==> config.mk <==
export PLATFORM = sky130hd
export DESIGN_NAME = regfile_flat_2r1w
export DESIGN_NICKNAME = d
export VERILOG_FILES = /design/src/rtl/regfile_pkg.sv /design/src/rtl/register_rst_en.sv /design/src/rtl/regfile_flat_2r1w.sv
export SDC_FILE = /design/constraint.sdc
export NUM_CORES = 2
export LEC_CHECK = 0
export ABC_AREA = 1
export CAP_MARGIN = 20
export CORE_MARGIN = 2
export CORE_UTILIZATION = 40
export DETAILED_ROUTE_END_ITERATION = 16
export SYNTH_ARGS = -nofsm -noshare
export SYNTH_HDL_FRONTEND = slang
export SYNTH_SLANG_ARGS = --single-unit
==> constraint.sdc <==
create_clock -name clk -period 2.2 [get_ports clk]
set_input_delay 0.33 -clock clk [delete_from_list [all_inputs] [get_ports clk]]
set_output_delay 0.33 -clock clk [all_outputs]
set_load 0.02 [all_outputs]
==> src/rtl/regfile_pkg.sv <==
// Shared defaults and address-width helper for the register file family.
package regfile_pkg;

  localparam int DEFAULT_NBITS = 32;
  localparam int DEFAULT_NREGS = 32;

  // At least one address bit, even for the smallest legal register count.
  function automatic int addrWidth(input int nregs);
    return (nregs > 2) ? $clog2(nregs) : 1;
  endfunction

endpackage

==> src/rtl/register_rst_en.sv <==
// One storage word: synchronous active-high clear, load when enabled.
module register_rst_en #(
  parameter int p_nbits = 8
) (
  input  logic               clk_i,
  input  logic               rst_i,
  input  logic               en_i,
  input  logic [p_nbits-1:0] d_i,
  output logic [p_nbits-1:0] q_o
);

  logic [p_nbits-1:0] data_q;
  logic [p_nbits-1:0] data_d;

  always_comb begin
    data_d = data_q;
    if (en_i) begin
      data_d = d_i;
    end
  end

  always_ff @(posedge clk_i) begin
    if (rst_i) begin
      data_q <= '0;
    end else begin
      data_q <= data_d;
    end
  end

  assign q_o = data_q;

endmodule

==> src/rtl/regfile_flat_2r1w.sv <==
// Flat register file, two combinational read ports and one write port.
// Define REGFILE_FLAT_2R1W_BYPASS_EN to forward same-cycle write data to readers.
module regfile_flat_2r1w
  import regfile_pkg::*;
#(
  parameter int p_nbits    = DEFAULT_NBITS,
  parameter int p_nregs    = DEFAULT_NREGS,
  parameter bit p_zero_reg = 1'b0,
  localparam int AW        = addrWidth(p_nregs)
) (
  input  logic               clk,
  input  logic               rst,
  input  logic               wen,
  input  logic [AW-1:0]      waddr,
  input  logic [p_nbits-1:0] wdata,
  input  logic [AW-1:0]      raddr0,
  output logic [p_nbits-1:0] rdata0,
  input  logic [AW-1:0]      raddr1,
  output logic [p_nbits-1:0] rdata1
);

  logic [p_nbits-1:0] regData_q [p_nregs];
  logic [p_nregs-1:0] wrSel;
  logic               wrValid;

  // A write lands only when in range, outside reset, and not aimed at a hardwired zero.
  assign wrValid = wen && !rst && (int'(waddr) < p_nregs)
                   && !(p_zero_reg && (waddr == '0));

  for (genvar i = 0; i < p_nregs; i++) begin : g_reg
    assign wrSel[i] = wrValid && (int'(waddr) == i);

    register_rst_en #(
      .p_nbits(p_nbits)
    ) u_reg (
      .clk_i(clk),
      .rst_i(rst),
      .en_i (wrSel[i]),
      .d_i  (wdata),
      .q_o  (regData_q[i])
    );
  end

  function automatic logic [p_nbits-1:0] readPort(input logic [AW-1:0] addr);
    logic [p_nbits-1:0] value;
    value = '0;
    if ((int'(addr) < p_nregs) && !(p_zero_reg && (addr == '0))) begin
      value = regData_q[addr];
    end
`ifdef REGFILE_FLAT_2R1W_BYPASS_EN
    if (wrValid && (waddr == addr)) begin
      value = wdata;
    end
`endif
    return value;
  endfunction

  always_comb begin
    rdata0 = readPort(raddr0);
  end

  always_comb begin
    rdata1 = readPort(raddr1);
  end

endmodule

==> qor.yml <==
placement:
  routabilityCongestion: 0.975
  io_buffers: 113
  place_area_sq_um: 64000
  dpl_worst_slack_ns: -0.635
  hpwl_mm: 169
  post-place-cells: 11259
logic_synthesis:
  synthCells: 9477
  ys_warn_count: 0
  synth.yosys.seq_area_share: 0.367
  syn-cell-area_sq_um: 55900
  syn_area_per_cell_sq_um: 5.90
  ys_types: 17
  ys_ff_latch: 1024
  synth_fp_nets: 9527
global_route:
  grt_overflow: 0
  antenna_found_initial: 8
  grt_pass1_vias: 62225
  grt_pass1_wl_mm: 397
  grt_use_total: 0.365
  grt_max_degree: 200
drt:
  dr_total_vias: 67950
  drt_iter0_drc: 8890
  viasPerCell: 5.88
  drt-pass1-iter-count: 9
  final_antenna_net_count: 0
  wl_per_cell_microns: 23.5
  wirelength_mm: 272
  drc: 0
floorplan:
  placement_rows: 137
  start_util: 0.402
  io_pins: 114
  die-area_sq_um: 143000
  fp.dieH_microns: 378
  core-area_sq_um: 139000
  die_w_microns: 378
sta:
  skew_ns: 0
  setup_viol_count_final: 63
  fin_crit_ns: 2.38
  hold_viol: 0
  rsz0062_at_grt: "true"
  slew_violations: 0
  hold_slack_ns: 0.0761
  worst-slew-pin-transition_ns: 1.19
  timing.fmax_ghz: 0.420
  fin_setup_tns_ns: -4.52
  relSlewSlack: 0.204
  fin_crit_sh: 1.08
  fin_ws_ns: -0.182
cells_and_area:
  final_cells: 11560
  final_area_sq_um: 73600
  final_common_cell: "nand2_1"
  final_cell_mix: "nand2_1, nand3_1, a21oi_1"
  drive_gt1_frac: 0.265
  fin_util: 0.529
  fin_nets: 9634
  syn_to_final_growth_pct: 31.6
  largest_register_ffs: 1024
critical_path:
  cp.required_ns: 1.87
  cp_data_arrival_time_ns: 2.05
  worstSetupEndpointType: "output pin"
  path_class: "flip-flop to output pin"
  cp_max_fo: 2
  startpoint_type: "flip-flop"
flow_run:
  drv_cap: 0
clock_tree:
  numCtsBuffers: 116
  root_buffer: "clkbuf_16"
  cts_sinks: 1024
  htreeDepth: 3
  cts_tree: "done"
  clkLatencyLatePin_ns: 0.76
  clockBufferDepth: 3
  ctsHoldBuffers: 0
  clk_pin_slew_ns: 0.06
worst_hold_path:
  hold_path_class: "input port to flip-flop"
power:
  power_leakage_nw: 27.7
  max-vdd-ir-drop_mv: 0.626
  p_per_area_nw_per_um2: 636
  finalPower_mw: 46.8
run_status:
  outcome: "finished with violations"
  violations: "setup timing"
[worst paths after layout]
check        cells after the start                                   end                            startpoint  slack (ns)
max                             10                            rdata1[10]  g_reg[26].u_reg.q_o[10]$_SDFFE_PP0P_       -0.18
min                              3  g_reg[14].u_reg.q_o[30]$_SDFFE_PP0P_                                   rst        0.08
max reg2reg                      4  g_reg[31].u_reg.q_o[26]$_SDFFE_PP0P_  g_reg[31].u_reg.q_o[26]$_SDFFE_PP0P_        1.35
min reg2reg                      2  g_reg[26].u_reg.q_o[11]$_SDFFE_PP0P_  g_reg[26].u_reg.q_o[11]$_SDFFE_PP0P_        0.47
[worst max-delay path, stage by stage, from the launching register on]
cell,delay [ns]
dfxtp_2,0.35
buf_6,0.10
nand2_2,0.05
nand3_2,0.09
nand3_2,0.06
nand2_1,0.07
nand2_1,0.06
nand2_2,0.16
nand2_2,0.09
nand2_4,0.12
buf_6,0.13
[cell type report]
cell class	instances	area (sq um)
Clock inverter	45	624
Clock buffer	171	3470
Tap cell	1876	2350
Multi-Input combinational cell	7547	35200
Inverter	66	318
Timing Repair Buffer	829	10300
Fill cell	13623	65600
Sequential cell	1024	21400
Antenna cell	2	5.00
[repair_timing]
action,CTS,global route
resized for setup,1171,859
cloned,7,5
setup endpoints to repair,64,64
buffers inserted,15,60
pin swaps,272,397
[Yosys cell counts]
library cell / count / area [sq um]
buf_4: 4 / 30.0
clkbuf_1: 520 / 1950
a21oi_1: 800 / 4000
buf_1: 81 / 304
buf_2: 233 / 1170
nand3_1: 1536 / 7690
inv_2: 25 / 93.8
inv_1: 41 / 154
nor2_2: 15 / 93.8
buf_12: 1 / 20.0
nor2_4: 13 / 146
nor2_1: 471 / 1770
nand2_2: 1 / 6.26
dfxtp_1: 1024 / 20500
nor3_1: 224 / 1120
nand2_1: 4487 / 16800
buf_6: 1 / 11.3
[report_power, final]
group	total (mW)	switching, mW	internal [mW]
combinational	6.94	4.67	2.27
sequential	18.7	0.0734	18.6
clock	21.1	8.73	12.4
total	46.8	13.5	33.3
[cell families after synthesis]
kind of cell,after synthesis,synth area share
AO/OA/AOI/OAI,800,0.0716
AND/OR/NAND/NOR,6747,0.495
buffers and inverters,906,0.0667
flip-flops,1024,0.367
[routing by layer]
metal / share of wire / global-route usage
met3: 0.13 / 0.100
met1: 0.39 / 0.483
met5: 0.00080 / 0
met4: 0.063 / 0.196
met2: 0.42 / 0.536
(Power assumes the default switching activity.)
